===== config.mk =====
export PLATFORM = sky130hd
export DESIGN_NAME = load_store_unit
export DESIGN_NICKNAME = d
export VERILOG_FILES = /design/src/rtl/load_store_unit.sv
export SDC_FILE = /design/constraint.sdc
export NUM_CORES = 1
export LEC_CHECK = 0
export CAP_MARGIN = 10
export CORE_MARGIN = 1.5
export CORE_UTILIZATION = 43
export DETAILED_ROUTE_END_ITERATION = 10
export PLACE_DENSITY_LB_ADDON = 0.2
export SLEW_MARGIN = 5
export SYNTH_ARGS = -nofsm -noshare
export SYNTH_HDL_FRONTEND = slang
export SYNTH_SLANG_ARGS = --single-unit

===== constraint.sdc =====
create_clock -name clk -period 3.77 [get_ports clk]
set_input_delay 0.377 -clock clk [delete_from_list [all_inputs] [get_ports clk]]
set_output_delay 0.377 -clock clk [all_outputs]
set_load 0.05 [all_outputs]

===== src/rtl/load_store_unit.sv =====
// MEM-stage load/store unit: one memory access per load/store, stalling the pipeline until mem_ack.
// Optional macro MISALIGN_TRAP_EN: misaligned accesses complete at once with MisalignM instead of accessing memory.
module load_store_unit (
  input  logic        clk,
  input  logic        rst,
  input  logic        MemReadM,
  input  logic        MemWriteM,
  input  logic [2:0]  Funct3M,
  input  logic [31:0] ALUResultM,
  input  logic [31:0] WriteDataM,
  output logic        mem_req,
  output logic        mem_we,
  output logic [31:0] mem_addr,
  output logic [3:0]  mem_be,
  output logic [31:0] mem_wdata,
  input  logic        mem_ack,
  input  logic [31:0] mem_rdata,
  output logic [31:0] ReadDataM,
  output logic        StallM,
  output logic        DoneM,
  output logic        MisalignM,
  output logic [1:0]  state_o
);
  // Handshake: mem_req stays high with every request field frozen until the cycle
  // mem_ack is sampled high; that same edge ends the access and delivers mem_rdata.

  typedef enum logic [1:0] {IDLE = 2'd0, BUSY = 2'd1, DONE = 2'd2} state_t;

  state_t      state_q, state_d;
  logic        we_q;
  logic [31:0] addr_q;
  logic [3:0]  be_q;
  logic [31:0] wdata_q;
  logic [2:0]  f3_q;
  logic [1:0]  lane_q;
  logic [31:0] rdata_q;

  logic        access;
  logic        is_byte, is_half;
  logic [1:0]  lane;
  logic [3:0]  be_next;
  logic [31:0] wdata_next;
  logic [31:0] shifted;
  logic [31:0] load_val;
  logic        start_mem;

  assign access = MemReadM | MemWriteM;

  // Unlisted Funct3M encodings fall through to a word access.
  always_comb begin
    is_byte = 1'b0;
    is_half = 1'b0;
    case (Funct3M)
      3'b000, 3'b100: is_byte = 1'b1;
      3'b001, 3'b101: is_half = 1'b1;
      default: ;
    endcase
  end

  // Lane offset masked to the natural alignment of the access size.
  always_comb begin
    if (is_byte) begin
      lane       = ALUResultM[1:0];
      be_next    = 4'b0001 << lane;
      wdata_next = {4{WriteDataM[7:0]}};
    end else if (is_half) begin
      lane       = {ALUResultM[1], 1'b0};
      be_next    = 4'b0011 << lane;
      wdata_next = {2{WriteDataM[15:0]}};
    end else begin
      lane       = 2'b00;
      be_next    = 4'b1111;
      wdata_next = WriteDataM;
    end
  end

`ifdef MISALIGN_TRAP_EN
  logic misaligned;
  logic mis_q;
  assign misaligned = (is_half & ALUResultM[0]) | (~is_byte & ~is_half & (|ALUResultM[1:0]));
  assign start_mem  = access & ~misaligned;
  assign MisalignM  = (state_q == DONE) & mis_q;
`else
  assign start_mem  = access;
  assign MisalignM  = 1'b0;
`endif

  always_comb begin
    shifted = mem_rdata >> {lane_q, 3'b000};
    case (f3_q)
      3'b000:  load_val = {{24{shifted[7]}}, shifted[7:0]};
      3'b001:  load_val = {{16{shifted[15]}}, shifted[15:0]};
      3'b100:  load_val = {24'd0, shifted[7:0]};
      3'b101:  load_val = {16'd0, shifted[15:0]};
      default: load_val = shifted;
    endcase
  end

  always_comb begin
    state_d = state_q;
    StallM  = 1'b0;
    case (state_q)
      IDLE: begin
        if (access) begin
          StallM  = 1'b1;
          state_d = start_mem ? BUSY : DONE;
        end
      end
      BUSY: begin
        StallM = 1'b1;
        if (mem_ack) state_d = DONE;
      end
      DONE:    state_d = IDLE;
      default: state_d = IDLE;
    endcase
    if (rst) StallM = 1'b0;
  end

  always_ff @(posedge clk or posedge rst) begin
    if (rst) begin
      state_q <= IDLE;
      we_q    <= 1'b0;
      addr_q  <= 32'd0;
      be_q    <= 4'd0;
      wdata_q <= 32'd0;
      f3_q    <= 3'd0;
      lane_q  <= 2'd0;
      rdata_q <= 32'd0;
    end else begin
      state_q <= state_d;
      if (state_q == IDLE && start_mem) begin
        we_q    <= MemWriteM;
        addr_q  <= {ALUResultM[31:2], 2'b00};
        be_q    <= be_next;
        wdata_q <= wdata_next;
        f3_q    <= Funct3M;
        lane_q  <= lane;
      end
      if (state_q == BUSY && mem_ack && !we_q) rdata_q <= load_val;
    end
  end

`ifdef MISALIGN_TRAP_EN
  always_ff @(posedge clk or posedge rst) begin
    if (rst)                         mis_q <= 1'b0;
    else if (state_q == IDLE && access) mis_q <= misaligned;
  end
`endif

  assign mem_req   = (state_q == BUSY);
  assign DoneM     = (state_q == DONE);
  assign mem_we    = we_q;
  assign mem_addr  = addr_q;
  assign mem_be    = be_q;
  assign mem_wdata = wdata_q;
  assign ReadDataM = rdata_q;
  assign state_o   = state_q;

endmodule


==> results of run 1 <==
[metal layers]
metal	GRT usage, %	wire length (um)	vias up	share of wire [%]
li1	-	-	2165	-
met1	28.2	5710	2150	40
met2	39.4	6920	147	49
met3	7.52	1190	23	8.4
met4	7.60	297	0	2.1
met5	0	0	-	0
[cell type report]
cell class / count / area, um^2 / area share, %
multi-input combinational: 398 / 2110 / 28.7
clock inverter: 4 / 45.0 / 0.611
timing repair buffer: 216 / 2140 / 29.0
tap: 143 / 179 / 2.43
sequential: 106 / 2650 / 36.0
clock buffer: 10 / 229 / 3.11
inverter: 2 / 10.0 / 0.136
[worst max-delay path, cell delays in order, from the launching register on]
cell,delay (ps)
dfrtp_1,1030
mux2i_1,340
nor4_1,100
nor3_2,640
buf_4,310
a21oi_1,80
[logic make-up (layout without fill, tap and decap cells)]
group                  count (synthesis)  after routing
other                                  1              3
AND/OR/NAND/NOR                      240            240
flip-flops                           106            106
AO/OA/AOI/OAI                        104            104
multiplexers                          51             51
buffers and inverters                 40            232
[how the worst max path moves through the flow]
stage	startpoint	end	cells after the start
6_report	lane_q[1]	ReadDataM[26]	5
5_1_grt	lane_q[1]	ReadDataM[27]	5
4_1_cts	lane_q[1]	ReadDataM[27]	5
3_5_place_dp	lane_q[1]	ReadDataM[27]	5
3_3_place_gp	lane_q[1]	ReadDataM[26]	5
2_1_floorplan	rst	ReadDataM[0]	1
[layout by cell type, fill, tap and decap left out, drive strengths merged]
cell	instances
nand2	165
and2b	1
clkinv	3
o31ai	1
and2	6
bufinv	1
a21oi	55
o21ai	45
o31a	1
mux2	11
clkbuf	10
and3b	1
clkdlybuf4s50	207
conb	3
nor4	1
dfrtp	106
nand2b	4
o22ai	1
nor3	5
buf	9
nor2b	5
nand4b	1
inv	2
or2	1
or3	1
nand3b	1
a2111oi	1
mux2i	40
nor2	48
[report_power, final]
part | internal (mW) | switching, mW
Combinational | 1.50 | 3.09
Clock | 0.504 | 0.388
Sequential | 1.70 | 0.384
[stage by stage]
step / cells / power [mW] / utilization [%] / setup slack (ps)
2_1_floorplan: 544 / 5.13 / - / 604
3_3_place_gp: 865 / 6.60 / 62.7 / 1330
3_5_place_dp: 865 / 6.69 / 62.7 / 1240
4_1_cts: 879 / 7.62 / 65.1 / 1210
5_1_grt: 879 / 7.99 / 65.1 / 977
6_report: 879 / 7.56 / 65.1 / 1160
[registers in the layout, summed over array words and instances (netlist names)]
name and flops:
mem_we 1, ReadDataM 32, lane_q 2, f3_q 3, mem_be 4, state_o 2
mem_wdata 32, mem_addr 30
==> impl_metrics.yaml, run 1 <==
synth:
  ys_warn_count: 0
  synth_edf_count: 0
  ys.flop_type: "dfrtp_1"
  syn_area_um2: 4950
  synth_most_common_cell: "nand2_1"
  synth_cell_type_count: 36
  yosys.area.top_type_share_pct: 53.6
  syn_area_per_cell_um2: 9.13
  async_reset_ff_share_pct: 100
  synth_seq_cells: 106
  synth_compound_area_share_pct: 11.7
  seq_area_frac_synth_pct: 53.6
  synth_top_family_by_area: "simple AND/OR/NAND/NOR gates"
  synth.largest_area_cell: "dfrtp_1"
  synthAdderAreaFrac_pct: 0
  synthCells: 542
  muxShareOfSynthArea_pct: 10.7
  synth_xor_area_share_pct: 0
  yosys-top-cells-count: "nand2_1, dfrtp_1, nor2_1"
  ys_top_cells_by_area: "dfrtp_1, nand2_1, mux2i_1"
  synth_simple_gate_area_share_pct: 19.8
pwr:
  p_leak_nw: 3.29
  pwr_density_cell_nw_per_um2: 1030
  peakVddDrop_v: 0.000577
layout:
  layout.nets: 837
  nFillCells: 973
  final_area_um2: 7370
  diodes: 0
  area_growth_pct: 48.9
  drive_above_1_share_pct: 6.66
critical_path:
  ff2ff_path_depth: 5
  r2r-end: "ReadDataM[26]"
  reg2reg_slack_ps: 1160
  critPathCaptureType: "flop"
  start_kind: "flop"
  r2r_start: "lane_q[1]"
  critical_path_class: "flop to flop"
  crit_fanout: 29
  crit_required_ps: 3980
  cp.arrival_ps: 2830
drt:
  ant_nets: 0
  drtIter0Drc: 166
  viasPerCell: 5.10
  vias: 4485
  wl_per_cell_um: 16.1
  drtPass1Iterations: 4
  drc_errors: 0
  routed_wl_um: 14100
die:
  die_h_um: 110
  die_x_um: 110
  num_rows: 39
  ios: 211
  die_area_um2: 12200
  initial_utilization_pct: 43.7
  coreArea_um2: 11300
cts:
  htreeDepth: 3
  cts.clk_slew.worst_paths_ps: 60
  clk_latency_ps: 340
  clk_path_buf_depth: 2
  cts_tree: "yes"
  cts_buffers: 9
  cts_resized: 0
  root_buffer: "clkbuf_16"
  clock-sinks: 106
  cts_hold_buf: 0
  cts_setup_buffers: 0
worst_hold_path:
  hold_path_class: "flop to flop"
  hold_path_startpoint: "mem_addr[3]"
  hold_path_end: "mem_addr[3]"
  hold_depth: 2
timing:
  relSlewSlack_pct: 24.9
  rsz0062_at_grt: "false"
  tightest_slew_ps: 1130
  setup_viol: 0
  finalHoldViolations: 0
  skew_ps: 7.17
  post-route-period-util_pct: 69.3
  fmax_ghz: 0.383
  fin_tns_setup_ps: 0
  slew_violations: 0
  whs_ps: 474
  finalCriticalPeriod_ps: 2610
global_routing:
  grt_pass1_wl_um: 21600
  gr-total-overflow: 0
  grt_pass1_vias: 4393
  antenna_found_initial: 0
  grt_max_degree: 82
  grt_usage_pct: 23.3
job:
  max-cap-violations: 0
placement:
  gp_congestion: 0.866
  io_buffer_count: 207
  dpl.hpwl_um: 10300
  place_area_um2: 7100
run_status:
  outcome: "finished clean"
Power figures use the tool's default switching activity.
==> run 2, diff against run 1 <==
==> constraint.sdc (replaced) <==
create_clock -name clk -period 2.65 [get_ports clk]
set_input_delay 0.265 -clock clk [delete_from_list [all_inputs] [get_ports clk]]
set_output_delay 0.265 -clock clk [all_outputs]
set_load 0.05 [all_outputs]
==> run 2 against run 1 <==
Register-to-register slack worse by 500 ps; via count down 0.54%; utilization up 0.44 points; critical path depth down 2; combinational power up 43%; largest cell class unchanged; hold slack worse by 140 ps; sequential share of layout area down 0.24 points; power up 42%.
==> impl_metrics.yaml, run 2 (synthesis results as in run 1) <==
critical_path:
  cp.arrival_ps: 1900
  crit_fanout: 7
  max_stage_delay_ps: 820
  crit_required_ps: 2380
  r2r-end: "ReadDataM[1]"
  cpMostUsedCell: "nor3_1"
  reg2reg_slack_ps: 660
  critPathCaptureType: "primary output"
  start_kind: "flop"
  crit_start: "state_o[0]"
  critical_path_class: "flop to primary output"
  r2r_start: "lane_q[0]"
  ff2ff_path_depth: 4
  cp_slowest_cell: "clkdlybuf4s50_1"
  crit_chain: "nor3_1 -> nor3_1 -> clkdlybuf4s50_1"
cts:
  htreeDepth: 3
  clk_latency_ps: 340
  clock-sinks: 106
  clk_path_buf_depth: 2
  cts_tree: "yes"
  cts_resized: 0
  cts_buffers: 9
  root_buffer: "clkbuf_16"
  cts_hold_buf: 0
  cts_setup_buffers: 0
  cts.clk_slew.worst_paths_ps: 70
pwr:
  p_leak_nw: 3.30
  p_sw_mw: 5.49
  pwr_density_cell_nw_per_um2: 1450
  clkPwrFrac_pct: 12.1
  peakVddDrop_v: 0.000855
  pwr-share-seq_pct: 27.1
  combPwrFrac_pct: 60.9
  p_sw_share_pct: 51.0
  power_mw: 10.8
  internal_power_mw: 5.27
placement:
  place_area_um2: 7130
  io_buffer_count: 207
  dpl.hpwl_um: 9950
  post-place-cells: 868
  gp_congestion: 0.810
  place_ws_ps: 385
timing:
  layout_setup_ws_ps: 490
  finalHoldViolations: 0
  setup_viol: 0
  tightest_slew_ps: 872
  post-route-period-util_pct: 81.5
  whs_ps: 333
  rsz0062_at_grt: "false"
  slew_violations: 0
  skew_ps: 7.85
  fin_tns_setup_ps: 0
  finalCriticalPeriod_ps: 2160
  relSlewSlack_pct: 41.9
  fmax_ghz: 0.463
drt:
  drc_errors: 0
  wl_met3_um: 1020
  drtIter0Drc: 213
  viasPerCell: 5.05
  dr_wl_met2_um: 6750
  routedLengthMet1_um: 5700
  wl_per_cell_um: 15.5
  routed_wl_um: 13700
  top_layer_used: "met4"
  ant_nets: 0
  vias: 4461
  drtPass1Iterations: 4
layout:
  area_growth_pct: 49.9
  utilization_pct: 65.5
  final_area_um2: 7420
  drive_above_1_share_pct: 7.29
  layout_commonest_cell: "clkdlybuf4s50_1"
  diodes: 0
  layout_common_cells: "clkdlybuf4s50_1, nand2_1, dfrtp_1"
  final_cells: 884
  layout.nets: 840
worst_hold_path:
  hold_path_class: "input port to async pin"
die:
  die_x_um: 110
  ios: 211
  coreArea_um2: 11300
  num_rows: 39
  initial_utilization_pct: 43.7
  die_h_um: 110
  die_area_um2: 12200
run_status:
  outcome: "finished clean"
global_routing:
  antenna_found_initial: 0
  grt_pass1_wl_um: 21300
  grt_usage_pct: 23.0
  grt_pass1_vias: 4431
  grt_max_degree: 96
  gr-total-overflow: 0
job:
  max-cap-violations: 0
## run 2: changes by cell type in the layout (fill, tap and decap cells not counted), moves of 2 or more
cell	before	now
clkinvlp_4	0	2
clkinv_2	3	1
clkbuf_8	0	3
buf_4	9	11
## run 2: critical path, delay by kind of cell (launching register included)
kind	cells	cell delay (ps)
buf+inv	1	820
simple gates	2	240
flops	1	490
## run 2: worst max path at each step
stage / end / slack [ps] / cells past startpoint
CTS: StallM / 470 / 3
finish: StallM / 490 / 3
global route: StallM / 390 / 3
detailed placement: mem_wdata[20] / 390 / 5
global placement: mem_wdata[16] / 510 / 5
floorplan: StallM / 510 / 2
## run 2: power groups by stage
stage	Sequential, mW	Clock [mW]	Combinational [mW]
finish	2.92	1.30	6.55
detailed placement	2.93	0	6.59
global route	3.02	1.40	6.96
CTS	2.92	1.33	6.61
global placement	2.91	0	6.49
floorplan	5.49	0	1.81
## run 2: metal layers
| layer | up-vias | track usage (%) |
|---|---|---|
| met1 | 2146 | 28.7 |
| met4 | 0 | 8.15 |
| met3 | 20 | 6.58 |
| met2 | 131 | 38.2 |
| li1 | 2164 | - |
| met5 | - | 0 |
## run 2: cell type report
class                      instances  area (um^2)
sequential                       106         2650
multi-input combinational        398         2110
clock buffer                      13          270
clock inverter                     3         21.3
inverter                           2         11.3
timing repair buffer             219         2170
tap                              143          179
fill                             978         3900
==> run 3, diff against run 2 <==
==> constraint.sdc (replaced) <==
create_clock -name clk -period 2 [get_ports clk]
set_input_delay 0.2 -clock clk [delete_from_list [all_inputs] [get_ports clk]]
set_output_delay 0.2 -clock clk [all_outputs]
set_load 0.05 [all_outputs]
==> run 3 against run 2 <==
Utilization up 1.1 points; final area up 1.6%; combinational power up 35%; global-route usage up 0.19 points; die area unchanged; sequential share of layout area down 0.57 points; flip-flop and latch count unchanged; final cell count up 1.1%; critical path type unchanged; critical endpoint is now state_o[0]; largest cell class unchanged; highest routed layer unchanged.
==> impl_metrics.yaml, run 3 (synthesis results as in run 1) <==
run_status:
  outcome: "finished clean"
die:
  num_rows: 39
  die_x_um: 110
  initial_utilization_pct: 43.7
  coreArea_um2: 11300
  die_h_um: 110
  ios: 211
  die_area_um2: 12200
timing:
  rsz0062_at_grt: "false"
  layout_setup_ws_ps: 63.2
  fin_tns_setup_ps: 0
  skew_ps: 8.48
  tightest_slew_ps: 631
  fmax_ghz: 0.516
  relSlewSlack_pct: 57.8
  slew_violations: 0
  setup_viol: 0
  finalCriticalPeriod_ps: 1940
  finalHoldViolations: 0
  post-route-period-util_pct: 96.8
drt:
  drc_errors: 0
  wl_per_cell_um: 15.6
  viasPerCell: 4.97
  ant_nets: 0
  vias: 4447
  drtIter0Drc: 226
  routed_wl_um: 13900
  drtPass1Iterations: 4
critical_path:
  cp.arrival_ps: 1740
  crit_start: "state_o[0]"
  critical_path_class: "flop to primary output"
  crit_fanout: 7
  start_kind: "flop"
  cp_slowest_cell: "clkdlybuf4s50_1"
  critPathCaptureType: "primary output"
  cp.depth: 1
  ff2ff_path_depth: 4
  crit_chain: "clkdlybuf4s50_1"
  path_buf_inv: 1
  cp_top_family: "buffers and inverters"
  reg2reg_slack_ps: 190
  crit_end: "state_o[0]"
  max_stage_delay_ps: 870
  crit_required_ps: 1800
  r2r-end: "ReadDataM[10]"
  r2r_start: "lane_q[1]"
layout:
  area_growth_pct: 52.3
  diodes: 0
  final_cells: 894
  layout_commonest_cell: "clkdlybuf4s50_1"
  utilization_pct: 66.6
  layout.nets: 850
  final_area_um2: 7540
  layout_common_cells: "clkdlybuf4s50_1, nand2_1, dfrtp_1"
  drive_above_1_share_pct: 8.79
cts:
  root_buffer: "clkbuf_16"
  cts_resized: 0
  cts.clk_slew.worst_paths_ps: 70
  clk_latency_ps: 340
  clk_path_buf_depth: 2
  cts_setup_buffers: 0
  cts_buffers: 9
  clock-sinks: 106
  cts_hold_buf: 0
  htreeDepth: 3
  cts_tree: "yes"
placement:
  place_ws_ps: 110
  dpl.hpwl_um: 10500
  post-place-cells: 878
  place_area_um2: 7250
  io_buffer_count: 207
  gp_congestion: 0.810
global_routing:
  grt_pass1_vias: 4438
  grt_max_degree: 88
  grt_pass1_wl_um: 21700
  grt_usage_pct: 23.2
  antenna_found_initial: 0
  gr-total-overflow: 0
worst_hold_path:
  hold_path_class: "input port to async pin"
pwr:
  p_leak_nw: 3.36
  pwr_density_cell_nw_per_um2: 1920
  peakVddDrop_v: 0.00124
job:
  max-cap-violations: 0
## run 3: final cells by class
class | instances | area (um^2)
Clock inverter | 4 | 52.6
Multi-Input combinational cell | 398 | 2120
Fill cell | 951 | 3780
Sequential cell | 106 | 2650
Clock buffer | 12 | 236
Timing Repair Buffer | 229 | 2290
Tap cell | 143 | 179
Inverter | 2 | 11.3
## run 3: report_power, final
part	switching [mW]	total [mW]	internal (mW)
logic	5.90	8.83	2.94
registers	0.693	3.89	3.20
clock network	0.766	1.74	0.973
total	7.35	14.5	7.11
## run 3: how the worst min path moves through the flow
stage | cells after the start | end | slack (ps)
after floorplan | 1 | state_o[0] | 290
after global placement | 2 | mem_addr[25] | 460
after detailed placement | 2 | mem_addr[23] | 460
after CTS | 2 | mem_addr[16] | 240
after global routing | 2 | mem_addr[13] | 270
final | 2 | mem_addr[13] | 240
## run 3: metal layers
| layer | GRT usage (%) | vias to the layer above | routed length (um) |
|---|---|---|---|
| met4 | 5.68 | 0 | 161 |
| met3 | 6.94 | 15 | 1080 |
| met2 | 39.7 | 133 | 6940 |
| met1 | 28.8 | 2121 | 5740 |
| li1 | - | 2178 | - |
| met5 | 0 | - | 0 |
## run 3: metrics by stage
| step | hold WS, ps | power (mW) |
|---|---|---|
| floorplan | 292 | 9.68 |
| global route | 267 | 15.3 |
| detailed placement | 462 | 12.8 |
| finish | 244 | 14.5 |
| CTS | 240 | 14.6 |
| global placement | 457 | 12.6 |
